`src/rtl/uart_rx_port.sv`:
```
// uart_rx_port - receive side of the IO serial channel.
//
// Deserialises an 8N1 UART line into a byte FIFO. The CPU sees two
// registers in its IO slot:
//   addr[3:2] = 0  DATA   : read pops the FIFO head (0 when empty), writes ignored
//   addr[3:2] = 1  STATUS : [0] not_empty [1] full [2] OVR [3] FERR [4] PERR
//                           [15:8] count; writing 1 to bit 2/3/4 clears that flag
//   other offsets read 0, writes ignored.
//
// Ports:
//   clk    core clock, sole clock domain
//   reset  synchronous, active-high reset
//   cs     slot select, one access per cycle while high
//   ready  access complete (zero wait states, equals cs)
//   addr   byte address, addr[3:2] selects the register
//   wdata  write data (STATUS W1C bits only)
//   rdata  read data, combinational, 0 unless cs && !we
//   we     1 = write, 0 = read
//   rx     asynchronous serial input, idle high
//
// Build option: define UART_RX_PARITY_EN to expect an even parity bit
// between the data bits and the stop bit (mismatch sets PERR, byte is kept).
// Without it the frame is 8N1, STATUS[4] reads 0 and W1C on bit 4 is a no-op.

module uart_rx_port #(
    parameter int CLK_HZ     = 50_000_000,
    parameter int BAUD       = 115_200,
    parameter int FIFO_DEPTH = 16
) (
    input  logic        clk,
    input  logic        reset,
    input  logic        cs,
    output logic        ready,
    input  logic [31:0] addr,
    input  logic [31:0] wdata,
    output logic [31:0] rdata,
    input  logic        we,
    input  logic        rx
);

    localparam int DIV = (CLK_HZ + BAUD / 2) / BAUD;
    localparam int CW  = $clog2(DIV);
    localparam int PW  = $clog2(FIFO_DEPTH);
    localparam int NW  = PW + 1;

    typedef enum logic [2:0] {
        S_IDLE   = 3'd0,
        S_START  = 3'd1,
        S_DATA   = 3'd2,
        S_PARITY = 3'd3,
        S_STOP   = 3'd4,
        S_BREAK  = 3'd5
    } state_t;

    // Even parity: the expected parity bit is the XOR of the data bits.
    function automatic logic even_parity(input logic [7:0] d);
        return ^d;
    endfunction

    state_t          state;
    logic            rx_meta;
    logic            rx_s;
    logic [1:0]      settle;
    logic            armed;
    logic [CW-1:0]   cnt;
    logic [2:0]      bit_idx;
    logic [7:0]      shift;
    logic            push_req;
    logic            ferr_set;
    logic [7:0]      mem [FIFO_DEPTH];
    logic [PW-1:0]   wr_ptr;
    logic [PW-1:0]   rd_ptr;
    logic [NW-1:0]   count;
    logic            ovr;
    logic            ferr;
    logic            perr;
    logic [1:0]      reg_sel;
    logic            full;
    logic            pop;
    logic            push_ok;
    logic            clr;
    logic [31:0]     status;

    assign reg_sel = addr[3:2];
    assign full    = (count == NW'(FIFO_DEPTH));
    assign pop     = cs && !we && (reg_sel == 2'd0) && (count != NW'(0));
    // A push into a full FIFO only lands if a pop frees the slot this cycle.
    assign push_ok = push_req && (!full || pop);
    assign clr     = cs && we && (reg_sel == 2'd1);
    assign ready   = cs;

`ifdef UART_RX_PARITY_EN
    logic perr_set;
    logic unused_bits;
    assign unused_bits = ^{addr[31:4], addr[1:0], wdata[31:5], wdata[1:0]};
`else
    logic unused_bits;
    assign unused_bits = ^{addr[31:4], addr[1:0], wdata[31:4], wdata[1:0]};
    assign perr = 1'b0;
`endif

    // Two-flop synchroniser for the asynchronous line, idle-high at reset.
    always_ff @(posedge clk) begin
        if (reset) begin
            rx_meta <= 1'b1;
            rx_s    <= 1'b1;
        end else begin
            rx_meta <= rx;
            rx_s    <= rx_meta;
        end
    end

    // Arm start detection only once the line is seen high after the
    // synchroniser has flushed its reset value, so a line held low across
    // reset is not mistaken for a start bit.
    always_ff @(posedge clk) begin
        if (reset) begin
            settle <= 2'd0;
            armed  <= 1'b0;
        end else begin
            if (settle != 2'd2) begin
                settle <= settle + 2'd1;
            end
            if ((settle == 2'd2) && rx_s) begin
                armed <= 1'b1;
            end
        end
    end

    // Frame receiver FSM with bit-centre sampling on baud counter expiry.
    always_ff @(posedge clk) begin
        if (reset) begin
            state    <= S_IDLE;
            cnt      <= CW'(0);
            bit_idx  <= 3'd0;
            shift    <= 8'd0;
            push_req <= 1'b0;
            ferr_set <= 1'b0;
`ifdef UART_RX_PARITY_EN
            perr_set <= 1'b0;
`endif
        end else begin
            push_req <= 1'b0;
            ferr_set <= 1'b0;
`ifdef UART_RX_PARITY_EN
            perr_set <= 1'b0;
`endif
            case (state)
                S_IDLE: begin
                    if (armed && !rx_s) begin
                        state <= S_START;
                        cnt   <= CW'(DIV / 2 - 1);
                    end
                end
                S_START: begin
                    if (cnt != CW'(0)) begin
                        cnt <= cnt - CW'(1);
                    end else if (!rx_s) begin
                        state   <= S_DATA;
                        cnt     <= CW'(DIV - 1);
                        bit_idx <= 3'd0;
                    end else begin
                        state <= S_IDLE;
                    end
                end
                S_DATA: begin
                    if (cnt != CW'(0)) begin
                        cnt <= cnt - CW'(1);
                    end else begin
                        // LSB arrives first, so shift in from the top.
                        shift   <= {rx_s, shift[7:1]};
                        cnt     <= CW'(DIV - 1);
                        bit_idx <= bit_idx + 3'd1;
                        if (bit_idx == 3'd7) begin
`ifdef UART_RX_PARITY_EN
                            state <= S_PARITY;
`else
                            state <= S_STOP;
`endif
                        end
                    end
                end
`ifdef UART_RX_PARITY_EN
                S_PARITY: begin
                    if (cnt != CW'(0)) begin
                        cnt <= cnt - CW'(1);
                    end else begin
                        perr_set <= (rx_s != even_parity(shift));
                        cnt      <= CW'(DIV - 1);
                        state    <= S_STOP;
                    end
                end
`endif
                S_STOP: begin
                    if (cnt != CW'(0)) begin
                        cnt <= cnt - CW'(1);
                    end else if (rx_s) begin
                        push_req <= 1'b1;
                        state    <= S_IDLE;
                    end else begin
                        ferr_set <= 1'b1;
                        state    <= S_BREAK;
                    end
                end
                S_BREAK: begin
                    if (rx_s) begin
                        state <= S_IDLE;
                    end
                end
                default: begin
                    state <= S_IDLE;
                end
            endcase
        end
    end

    // FIFO storage; pointers make stale contents unreachable after reset.
    always_ff @(posedge clk) begin
        if (push_ok) begin
            mem[wr_ptr] <= shift;
        end
    end

    // FIFO pointers and occupancy count.
    always_ff @(posedge clk) begin
        if (reset) begin
            wr_ptr <= PW'(0);
            rd_ptr <= PW'(0);
            count  <= NW'(0);
        end else begin
            if (push_ok) begin
                wr_ptr <= wr_ptr + PW'(1);
            end
            if (pop) begin
                rd_ptr <= rd_ptr + PW'(1);
            end
            if (push_ok && !pop) begin
                count <= count + NW'(1);
            end else if (!push_ok && pop) begin
                count <= count - NW'(1);
            end
        end
    end

    // Sticky error flags; a set in the same cycle as a W1C clear wins.
    always_ff @(posedge clk) begin
        if (reset) begin
            ovr  <= 1'b0;
            ferr <= 1'b0;
`ifdef UART_RX_PARITY_EN
            perr <= 1'b0;
`endif
        end else begin
            ovr  <= (push_req && full && !pop) || (ovr && !(clr && wdata[2]));
            ferr <= ferr_set || (ferr && !(clr && wdata[3]));
`ifdef UART_RX_PARITY_EN
            perr <= perr_set || (perr && !(clr && wdata[4]));
`endif
        end
    end

    // Register read mux.
    always_comb begin
        status       = 32'd0;
        status[0]    = (count != NW'(0));
        status[1]    = full;
        status[2]    = ovr;
        status[3]    = ferr;
        status[4]    = perr;
        status[15:8] = 8'(count);
        rdata        = 32'd0;
        if (cs && !we) begin
            case (reg_sel)
                2'd0: begin
                    if (count != NW'(0)) begin
                        rdata = {24'd0, mem[rd_ptr]};
                    end else begin
                        rdata = 32'd0;
                    end
                end
                2'd1:    rdata = status;
                default: rdata = 32'd0;
            endcase
        end else begin
            rdata = 32'd0;
        end
    end

endmodule
```
`config.mk`:
```
export PLATFORM = sky130hd
export DESIGN_NAME = uart_rx_port
export DESIGN_NICKNAME = d
export VERILOG_FILES = /design/src/rtl/uart_rx_port.sv
export SDC_FILE = /design/constraint.sdc
export NUM_CORES = 1
export LEC_CHECK = 0
export CAP_MARGIN = 5
export CORE_ASPECT_RATIO = 1.1
export CORE_MARGIN = 2
export CORE_UTILIZATION = 30
export DETAILED_ROUTE_END_ITERATION = 8
export HOLD_SLACK_MARGIN = 0.06
export PLACE_DENSITY_LB_ADDON = 0.25
export SKIP_CTS_REPAIR_TIMING = 1
export SKIP_LAST_GASP = 1
export SLEW_MARGIN = 15
export SYNTH_ARGS = -nofsm -noshare
export SYNTH_HDL_FRONTEND = slang
export SYNTH_SLANG_ARGS = --single-unit
```
`constraint.sdc`:
```
create_clock -name clk -period 5.15 [get_ports clk]
set_input_delay 1.545 -clock clk [delete_from_list [all_inputs] [get_ports clk]]
set_output_delay 1.545 -clock clk [all_outputs]
set_load 0.01 [all_outputs]
```
## Yosys cells after proc, flatten, opt, wreduce, memory -nomap -nowiden

Memories as Yosys holds them, arrays and structs flattened. A register that Yosys moved wholly into a read port is not among the register bits.
Cells that the tools add are included.

- RAM bits: 128
- Memories kept: 1
- Bits in registers: 45
- Bits of input ports: 69
- Output and inout bits: 33

Memories:

| memory | depth | width | rd ports | clocked after memory_dff | wr ports | line | RTL |
|---|---|---|---|---|---|---|---|
| mem | 16 | 8 | 1 | 1 | 1 | 70 | `logic [7:0] mem [FIFO_DEPTH];` |

- Muxes and demuxes: 30
- Add/sub/neg operators: 7
- Bitwise gates (word level): 2
- Reductions and logical operators: 38
- Equal/unequal tests: 18

Operator list:

| kind | number |
|---|---|
| $pmux W32 S2 | 1 |
| $mux W9 | 5 |
| $pmux W9 S4 | 1 |
| $mux W32 | 1 |
| $mux W3 | 10 |
| $ne A2 B2 Y1 const B | 9 |
| $logic_and A1 B1 Y1 | 16 |
| $pmux W3 S5 | 1 |
| $mux W5 | 2 |
| $eq A3 B3 Y1 const B | 3 |
| $reduce_bool A9 Y1 | 1 |
| $sub A9 B1 Y9 const B | 1 |
| $add A4 B1 Y4 const B | 2 |
| $mux W4 | 2 |
| $mux W8 | 1 |
| $reduce_and A4 Y1 | 2 |
| $logic_not A1 Y1 | 7 |
| $pmux W3 S2 | 1 |
| $reduce_and A6 Y1 | 1 |
| $add A5 B1 Y5 const B | 1 |
| $eq A5 B5 Y1 const B | 1 |
| $reduce_bool A5 Y1 | 1 |
| $sub A5 B1 Y5 const B | 1 |
| $mux W1 | 4 |
| other kinds (16) | 20 |

## Logic depth before layout (Yosys ltp)

Gate-level depths: netlist of the first run.

- Depth in word-level cells: 10
- Gate-level depth with buffers: 11

## Worst setup path after synthesis of the first run

OpenSTA, ideal clock, no wires.

- Kind: in2out
- Start point: input port we
- End point: output port rdata[4]
- Data arrival time: 2.781 ns
- Required time: 3.605 ns
- Setup slack: 0.824 ns
- Cell stages on the path: 4
- Cell sequence: or4b_4 -> o21bai_4 -> buf_4 -> a211oi_1

- Cells in the longest elaborated chain, start to end: 3

RTL lines:

| what | line | RTL |
|---|---|---|
| from (decl) | 37 | `input logic we,` |
| $logic_not A1 Y1 | 272 | `if (cs && !we) begin` |
| $logic_and A1 B1 Y1 | 272 |  |
| $mux W32 | 272 |  |
| to (decl) | 36 | `output logic [31:0] rdata,` |

No other way between the ends.

## Worst setup path in the final report of the first run

- Start point: input port we
- End point: output port rdata[1]

Same word-level chain as after synthesis.

==> results of run 1 <==
-- power groups by stage --
stage	Combinational (µW)	Sequential (µW)	Clock (µW)
after floorplan	86.7	1560	0
after global placement	93.0	1560	0
after detailed placement	94.4	1560	0
after CTS	94.9	1530	1330
after global routing	108	1530	1390
final	94.5	1530	1290
-- registers in the layout, summed over array words and instances, names as in the netlist, named ones only --
register and count:
mem 128, cnt 9, shift 8, count 5, rd_ptr 4, wr_ptr 4
bit_idx 3, state 3, settle 2, armed 1, ferr 1, ferr_set 1
ovr 1, push_req 1, rx_meta 1, rx_s 1
-- cells in the mapped netlist (2+ instances only) --
library cell    n
xor2_1          6
a211oi_1       10
edfxtp_1      128
buf_2          10
mux2i_1        13
or3_1           5
clkbuf_1       11
buf_4          23
buf_1           2
nand2b_1        3
a22oi_1         2
nor2_1         56
xnor2_1         4
o22ai_1         3
nor4_1          2
inv_1          14
mux2_2          5
and3_1          8
mux4_2         32
nor3_1          8
ha_1           14
a31oi_1         2
or2_2           3
a21oi_1        29
a21o_1          2
nand2_1        37
nor4b_1         2
nand4_1         2
buf_6           3
nand3_1         4
nor2b_1         7
o21ai_0         8
or4_1           2
o31ai_1         3
dfxtp_1        49
a31o_1          2
o21ai_2         2
a211o_1         2
-- worst register-to-register path, cell delays in order (launching register included) --
cell and delay (ns):
dfxtp_1 0.37, or4_1 0.60, o21bai_4 0.32, buf_4 0.21, ha_1 0.23, inv_1 0.11, ha_1 0.33, a21o_1 0.20
a21oi_1 0.18, mux2i_1 0.22, mux2_2 0.34
-- layout by cell type (no fill, tap or decap), types with 6 or more instances in the layout --
master and n:
xor2_1 6, clkbuf_16 17, clkdlybuf4s50_1 15, mux4_2 32, conb_1 19, a211oi_1 10, ha_1 14, dfxtp_1 49
edfxtp_1 128, nand2_1 37, a21oi_1 29, nor2_1 56, buf_4 22, nor2b_1 7, inv_1 14, mux2i_1 13
o21ai_0 6, and3_1 8, nor3_1 8, dlymetal6s2s_1 6
-- cell type report --
class | instances | area share (%)
Clock buffer | 17 | 4.82
Clock inverter | 15 | 1.97
Inverter | 14 | 0.596
Multi-Input combinational cell | 320 | 28.7
Sequential cell | 177 | 54.7
Tap cell | 315 | 4.47
Timing Repair Buffer | 45 | 4.71
-- cell families after synthesis --
logic type | after synthesis
flops | 177
xor+xnor | 10
fa+ha+maj | 16
simple gates | 148
compound gates | 77
buf+inv | 63
other cells | 1
mux | 50
-- through the flow --
| stage | hold WS, ns | TNS (ns) | worst slack [ns] | cell area [µm²] | utilization [%] |
|---|---|---|---|---|---|
| after floorplan | 0.389 | 0 | 0.824 | 7710 | - |
| after global placement | 0.399 | -0.0159 | -0.00803 | 8200 | 32.6 |
| after detailed placement | 0.398 | -0.103 | -0.0751 | 8200 | 32.6 |
| after CTS | 0.414 | -0.127 | -0.0753 | 8800 | 34.9 |
| after global routing | 0.450 | -0.0181 | -0.0181 | 8820 | 35.0 |
| final | 0.413 | 0 | 0.0351 | 8820 | 35.0 |
-- per-layer routing --
| metal | up-vias | share of wire [%] | global-route usage (%) |
|---|---|---|---|
| met5 | - | 0 | 0 |
| met3 | 14 | 4.0 | 2.90 |
| met4 | 0 | 1.0 | 3.35 |
| met2 | 72 | 51 | 21.1 |
| met1 | 2165 | 44 | 15.0 |
| li1 | 2062 | - | - |
-- worst paths after layout --
check | from | slack [ns] | depth (start not counted) | to
setup reg to reg | count[0]$_SDFFE_PP0P_ | 1.92 | 10 | count[4]$_SDFFE_PP0P_
hold / removal | rx_meta$_SDFF_PP1_ | 0.41 | 1 | rx_s$_SDFF_PP1_
setup / recovery | we | 0.04 | 5 | rdata[1]
hold reg to reg | rx_meta$_SDFF_PP1_ | 0.41 | 1 | rx_s$_SDFF_PP1_
==> results by group, run 1 <==
Worst setup path
  – Crit path max-delay family: buffers and inverters
  – Critical path buffer and inverter count: 2
  – CP max stage delay: 0.56 ns
  – Req. time, crit path: 3.61 ns
  – WP data arrival: 3.57 ns
  – Critical-path maximum fanout: 8
  – Kind of critical path: in2out
  – Crit-path slowest cell: clkdlybuf4s50_1
  – Crit-path cells: clkdlybuf4s50_1 -> or4b_4 -> o21bai_4 -> o21ai_1 -> clkdlybuf4s50_1
  – Worst path most repeated cell: clkdlybuf4s50_1
  – Crit end category: output pin
  – CP Launch Type: primary input

Synth
  – Post-synth EDFFs: 128
  – Fraction of the mapped netlist area in adder cells: 2.70%
  – Mapped Area: roughly 0.0076 mm²
  – Cells after Synth: 542
  – Simple-Gate Fraction of Synth Area: 9.47%
  – Yosys reg bits: between 150 and 200
  – Largest family of logic cells by synthesized area: multiplexers
  – Ys flop type: edfxtp_1
  – Area leader, netlist: edfxtp_1
  – Asr flop ratio synth: 0%
  – Register area share after synthesis: 63.1%
  – Synth cell types: 62
  – Compound-Gate Fraction of Synth Area: 6.99%
  – Area share of the largest cell type after synthesis: approximately half
  – YS warnings: 0
  – Synth Area in XOR/XNOR: 1.15%
  – Area contributors post-synth: edfxtp_1 (50%), dfxtp_1 (13%), mux4_2 (9.4%)
  – Mapped Avg Cell Area: between 10 and 15 µm²
  – Post-synthesis mux area share: 11.9%

Drt
  – Total Routed Length: 15,400 µm
  – DR pass1 iterations: 4
  – Number of remaining DRC errors: 0
  – Detail Route Antenna Nets: 0
  – Wire length per cell: 17.1 µm
  – Vias: 4,313
  – Initial detailed-routing violation count: about 210
  – Post-DR vias/cell: between 4 and 5

Layout
  – Layout fillers: 2,445
  – Nets: 659
  – P&R area growth vs syn: 15.3%
  – Number of antenna cells inserted: 0
  – Multi-input gate area: 0.00253 mm²
  – Reg area: 0.00482 mm²
  – Share of cells above drive strength 1: between 10% and 20%
  – Finished Layout Cells: 903

Clock network
  – Reg clk slew, reported paths: 0.06 ns
  – CTS H-tree lvls: 4
  – Clock root buffer: clkbuf_16
  – Worst-Skew Late Latency: 0.43 ns
  – Max clock buf depth: 2
  – CTS Sinks: 177
  – TritonCTS Buffers: 17
  – CTS tree: yes

Timing
  – Post-Route Skew: 0.0106 ns
  – Final setup violation count: 0
  – Maximum operating frequency: between 150 and 200 MHz
  – Fin crit period: 5.11 ns
  – Fin crit share: 99.3%
  – Final Hold Viols: 0
  – Max-slew headroom: 38.2%
  – Slew Limit Fails: 0
  – RSZ-0062 raised after global routing: true
  – Worst slew pin tran: around 0.93 ns

GRT
  – Grt total ovfl: 0
  – Initial antenna violation count: 0
  – GRT Util Overall: around an eighth
  – Vias in the first global route: 4,409
  – Largest net degree at the start of global routing: 51
  – Global-route wire length before repair: 24,300 µm

Place
  – HPWL after DPL: 10,400 µm
  – Placed cell count: just under 900
  – Gpl congestion: between 0.8 and 0.9
  – Buffers added on ports: 22

Power
  – Logic pwr share: under 10%
  – Leakage: 0.00307 µW
  – Sequential share of power: between 50% and 60%
  – Final Power: 2920 µW
  – Clock Power Share: 44.3%
  – IR drop worst, VDD: 0.000239 V
  – Power Density: ~330 mW/mm²
  – P_sw: 635 µW
  – Switching Fraction: 21.7%
  – Internal power: 2290 µW

Die
  – Initial core utilization: 30.4%
  – Core area: 0.0252 mm²
  – Row cnt: 61
  – Die W: 156 µm
  – Die ar.: 0.0268 mm²
  – Die height: 171 µm
  – I/O pin cnt: 102

Worst hold path
  – Hold/Removal Path Class: reg2reg

Outcome
  – Status: finished clean

Flow run
  – Max-Cap Viols: 0
(Power assumes the default switching activity.)
==> inputs of run 2 (changes only) <==
Settings changed: CORE_UTILIZATION 30 to 55, CTS_CLUSTER_DIAMETER from default to 100.
==> results by group, run 2 (synthesis results as in run 1) <==
GRT
  – Grt total ovfl: 0
  – Largest net degree at the start of global routing: 39
  – GRT Util Overall: 21.6%
  – Vias in the first global route: 4,474
  – Global-route wire length before repair: 23,300 µm
  – Initial antenna violation count: 0

Timing
  – Max-slew headroom: 36.0%
  – Slew Limit Fails: 0
  – Fin crit share: roughly 100%
  – RSZ-0062 raised after global routing: true
  – Maximum operating frequency: between 150 and 200 MHz
  – Final Hold Viols: 0
  – Post-Route Skew: 0.0144 ns
  – Worst slew pin tran: approximately 0.96 ns
  – Worst setup margin: 0.0431 ns
  – Final setup violation count: 0
  – Fin crit period: 5.11 ns
  – WHS: 0.422 ns

Power
  – Sequential share of power: 53.0%
  – Internal power: ~2300 µW
  – Clock Power Share: a little over two fifths
  – Leakage: 0.00306 µW
  – Logic pwr share: 3.3%
  – Switching Fraction: 20.4%
  – P_sw: 590 µW
  – IR drop worst, VDD: 0.000212 V
  – Power Density: 332 mW/mm²

Die
  – Row cnt: 45
  – Die ar.: 0.0149 mm²
  – Die height: 128 µm
  – Core area: about 0.014 mm²
  – Initial core utilization: 55.9%
  – Die W: 116 µm
  – I/O pin cnt: 102

Layout
  – Top reg by flops: mem
  – Number of antenna cells inserted: 0
  – Post-route cell area: just under 0.009 mm²
  – Max reg flops: 128
  – Largest regs: mem (128), cnt (9), shift (8)
  – Leading cell type in the layout, fill and taps excluded: edfxtp_1
  – Most frequent cells in the layout: edfxtp_1 (128), nor2_1 (56), dfxtp_1 (49), nand2_1 (37), mux4_2 (32)
  – Nets: around 670
  – Share of cells above drive strength 1: 19.0%
  – Layout fillers: 1,015
  – Utilization after layout: 63.5%
  – P&R area growth vs syn: 13.6%
  – Finished Layout Cells: roughly 780

Worst setup path
  – Worst reg2reg path depth: 10
  – Crit end category: output pin
  – Reg-to-Reg Start: count[0]$_SDFFE_PP0P_
  – Kind of critical path: in2out
  – WP data arrival: roughly 3.6 ns
  – R2R setup slack: 1.95 ns
  – CP max stage delay: 0.57 ns
  – Crit-path slowest cell: clkdlybuf4s50_1
  – Crit-path cells: clkdlybuf4s50_1 -> or4b_4 -> o21bai_4 -> a211oi_1 -> clkdlybuf4s50_1
  – Reg-to-reg endpoint: count[4]$_SDFFE_PP0P_
  – Worst path most repeated cell: clkdlybuf4s50_1
  – Critical-path maximum fanout: 8
  – CP Launch Type: primary input
  – Req. time, crit path: 3.61 ns

Clock network
  – Worst-Skew Late Latency: 0.43 ns
  – CTS tree: yes
  – Reg clk slew, reported paths: 0.06 ns
  – CTS H-tree lvls: 4
  – CTS Sinks: 177
  – TritonCTS Buffers: 17
  – Clock root buffer: clkbuf_16
  – Max clock buf depth: 2

Drt
  – DR pass1 iterations: 5
  – Vias: 4,452
  – Wire length per cell: 18.8 µm
  – WL met3: approximately 930 µm
  – Detail Route Antenna Nets: 0
  – Total Routed Length: approximately 15,000 µm
  – Met2 wire length: about 7400 µm
  – Initial detailed-routing violation count: ~320
  – Post-DR vias/cell: approximately 5.7
  – Number of remaining DRC errors: 0
  – Top layer in use: met4
  – M1 wire length: ~6100 µm

Worst hold path
  – Worst Hold Launch: rx_meta$_SDFF_PP1_
  – Hold/Removal Path Class: reg2reg
  – Worst hold endpoint: rx_s$_SDFF_PP1_
  – Hold path depth: 1

Outcome
  – Status: finished clean

Place
  – Gpl congestion: 0.799
  – Buffers added on ports: 22
  – Dpl cell area: 0.00809 mm²
  – Pre-CTS WS: 0.00502 ns
  – HPWL after DPL: 9580 µm
  – Placed cell count: 751

Flow run
  – Max-Cap Viols: 0
==> run 2: metal layers <==
metal | global-route usage, % | vias to the layer above
met5 | 0 | -
met4 | 9.17 | 0
met3 | 5.86 | 24
met2 | 34.9 | 149
met1 | 27.4 | 2202
li1 | - | 2077
==> run 2: worst max-delay path, delay by kind of cell <==
family / cells / cell delay, ns
AOI/OAI and AO/OA: 2 / 0.46
and+or+nand+nor: 1 / 0.55
buffers and inverters: 2 / 1.00
==> run 2: how the worst max path moves through the flow <==
stage               startpoint        to  slack (ns)  cells past startpoint
detailed placement          we  rdata[2]       0.005                      5
global placement            we  rdata[4]       0.001                      5
global route                we  rdata[1]       -0.01                      5
finish                      we  rdata[7]        0.04                      5
floorplan                   we  rdata[4]        0.82                      4
CTS                         we  rdata[2]       -0.02                      5
==> run 2: power groups by stage <==
stage / Sequential [µW] / Combinational, µW / Clock (µW)
floorplan: 1560 / 86.7 / 0
global placement: 1560 / 92.0 / 0
detailed placement: 1560 / 95.6 / 0
CTS: 1530 / 97.1 / 1280
global route: 1530 / 108 / 1330
finish: 1530 / 96.5 / 1260
==> run 2: layout make-up <==
| class | instances | area (µm²) | area share (%) |
|---|---|---|---|
| well taps | 188 | 235 | 2.71 |
| clock buffers | 19 | 453 | 5.21 |
| flip-flops and latches | 177 | 4820 | 55.5 |
| inverters | 14 | 52.6 | 0.605 |
| multi-input cells | 320 | 2530 | 29.1 |
| clock inverters | 13 | 136 | 1.57 |
| repair buffers | 52 | 455 | 5.24 |
==> run 2: stage by stage <==
step                      total power, µW  TNS (ns)
final                                2890         0
after global routing                 2970   -0.0113
after CTS                            2910   -0.0164
after detailed placement             1660         0
after global placement               1650         0
after floorplan                      1650         0
==> inputs of run 3 (changes only) <==
Settings changed: PLACE_DENSITY from default to 0.9, PLACE_DENSITY_LB_ADDON 0.25 to default.
==> results by group, run 3 (synthesis results as in run 1) <==
Layout
  – Nets: ~660
  – Largest regs: mem (128), cnt (9), shift (8)
  – Top reg by flops: mem
  – Multi-input gate area: 0.00253 mm²
  – Layout fillers: roughly 930
  – Number of antenna cells inserted: 0
  – Share of cells above drive strength 1: between 10% and 20%
  – Reg area: between 0.004 and 0.005 mm²
  – Most frequent cells in the layout: edfxtp_1 (128), nor2_1 (56), dfxtp_1 (49), nand2_1 (37), mux4_2 (32)
  – Leading cell type in the layout, fill and taps excluded: edfxtp_1
  – P&R area growth vs syn: 13.4%
  – Max reg flops: 128

Worst hold path
  – Worst Hold Launch: rx_meta$_SDFF_PP1_
  – Hold/Removal Path Class: reg2reg
  – Worst hold endpoint: rx_s$_SDFF_PP1_
  – Hold path depth: 1

Worst setup path
  – R2R setup slack: 1.81 ns
  – Reg-to-Reg Start: count[0]$_SDFFE_PP0P_
  – Critical-path maximum fanout: 8
  – WP data arrival: 3.56 ns
  – Worst reg2reg path depth: 10
  – Kind of critical path: in2out
  – CP Launch Type: primary input
  – Crit end category: output pin
  – Reg-to-reg endpoint: count[4]$_SDFFE_PP0P_
  – CP max stage delay: 0.56 ns
  – Req. time, crit path: around 3.6 ns
  – Crit-path slowest cell: or4b_4
  – Crit-path cells: clkdlybuf4s50_1 -> or4b_4 -> o21bai_4 -> o21ai_1 -> clkdlybuf4s50_1
  – Worst path most repeated cell: clkdlybuf4s50_1

Timing
  – Total negative slack: 0 ns
  – Final Hold Viols: 0
  – Fin crit share: 99.1%
  – Max-slew headroom: around two fifths
  – RSZ-0062 raised after global routing: true
  – Fin crit period: 5.10 ns
  – Maximum operating frequency: 196 MHz
  – Final setup violation count: 0
  – Slew Limit Fails: 0
  – Worst slew pin tran: 0.907 ns
  – WHS: 0.410 ns
  – Post-Route Skew: about 0.008 ns

Drt
  – Wire length per cell: 20.8 µm
  – Total Routed Length: 16,200 µm
  – Vias: 4,647
  – Initial detailed-routing violation count: 529
  – Detail Route Antenna Nets: 0
  – Post-DR vias/cell: 5.96
  – Number of remaining DRC errors: 0
  – DR pass1 iterations: 6

GRT
  – GRT Util Overall: a little under a quarter
  – Grt total ovfl: 0
  – Vias in the first global route: 4,607
  – Largest net degree at the start of global routing: 38
  – Global-route wire length before repair: 25,000 µm
  – Initial antenna violation count: 0

Die
  – Core area: 0.0137 mm²
  – I/O pin cnt: a little over 100
  – Die height: 128 µm
  – Initial core utilization: 55.9%
  – Row cnt: 45
  – Die W: 116 µm
  – Die ar.: ~0.015 mm²

Power
  – Power Density: 334 mW/mm²
  – IR drop worst, VDD: roughly 0.00028 V
  – Leakage: 0.00308 µW
  – Final Power: between 2000 and 3000 µW

Clock network
  – Worst-Skew Late Latency: between 0.4 and 0.5 ns
  – CTS H-tree lvls: 4
  – CTS tree: yes
  – CTS Sinks: 177
  – TritonCTS Buffers: 17
  – Reg clk slew, reported paths: 0.06 ns
  – Clock root buffer: clkbuf_16
  – Max clock buf depth: 2

Flow run
  – Max-Cap Viols: 0

Outcome
  – Status: finished clean

Place
  – HPWL after DPL: 10,100 µm
  – Buffers added on ports: 22
  – Gpl congestion: ~0.88
-- run 3: changes by cell type in the layout (fill, tap and decap cells not counted) --
| cell | previous run | this run |
|---|---|---|
| inv_6 | 1 | 4 |
| clkbuf_8 | 2 | 0 |
| clkinv_2 | 4 | 0 |
| buf_4 | 30 | 27 |
| dlymetal6s2s_1 | 4 | 6 |
| bufinv_16 | 2 | 1 |
| inv_8 | 0 | 4 |
| clkinvlp_4 | 4 | 3 |
| clkdlybuf4s50_1 | 18 | 16 |
| clkinv_8 | 0 | 1 |
-- run 3: how the worst max path moves through the flow --
stage,end,cells past startpoint,from
floorplan,rdata[4],4,we
global placement,rdata[1],5,we
detailed placement,rdata[6],5,we
CTS,rdata[6],5,we
global route,rdata[3],5,we
finish,rdata[3],5,we
-- run 3: cell type report --
| cell class | instances | area share [%] |
|---|---|---|
| Sequential cell | 177 | 55.6 |
| Timing Repair Buffer | 49 | 5.05 |
| Tap cell | 188 | 2.71 |
| Clock inverter | 15 | 1.92 |
| Inverter | 14 | 0.606 |
| Multi-Input combinational cell | 320 | 29.2 |
| Clock buffer | 17 | 4.90 |
-- run 3: per-layer routing --
layer | track usage [%] | vias up | part of all wire, % | routed length (µm)
li1 | - | 2069 | - | -
met1 | 29.0 | 2304 | 37 | 6080
met2 | 39.5 | 240 | 53 | 8620
met3 | 4.96 | 34 | 7.5 | 1230
met4 | 7.42 | 0 | 1.9 | 312
met5 | 0 | - | 0 | 0
-- run 3: power by group --
group / switching, µW / internal (µW)
registers: 11.6 / 1520
logic: 60.5 / 37.8
clock network: 579 / 690
-- run 3: through the flow --
step                      cells  instance area [µm²]  utilization, %  worst slack [ns]
final                       780                 8670            63.4            0.0473
after global routing        780                 8670            63.4           -0.0156
after CTS                   780                 8660            63.3           -0.0125
after detailed placement    748                 8070            59.0           -0.0118
after global placement      748                 8070            59.0            0.0355
after floorplan             560                 7710               -             0.824
-- run 3: worst max-delay path, delay by kind of cell --
family | cells | cell delay [ns]
AO/OA/AOI/OAI | 2 | 0.45
AND/OR/NAND/NOR | 1 | 0.56
buffers and inverters | 2 | 1.01
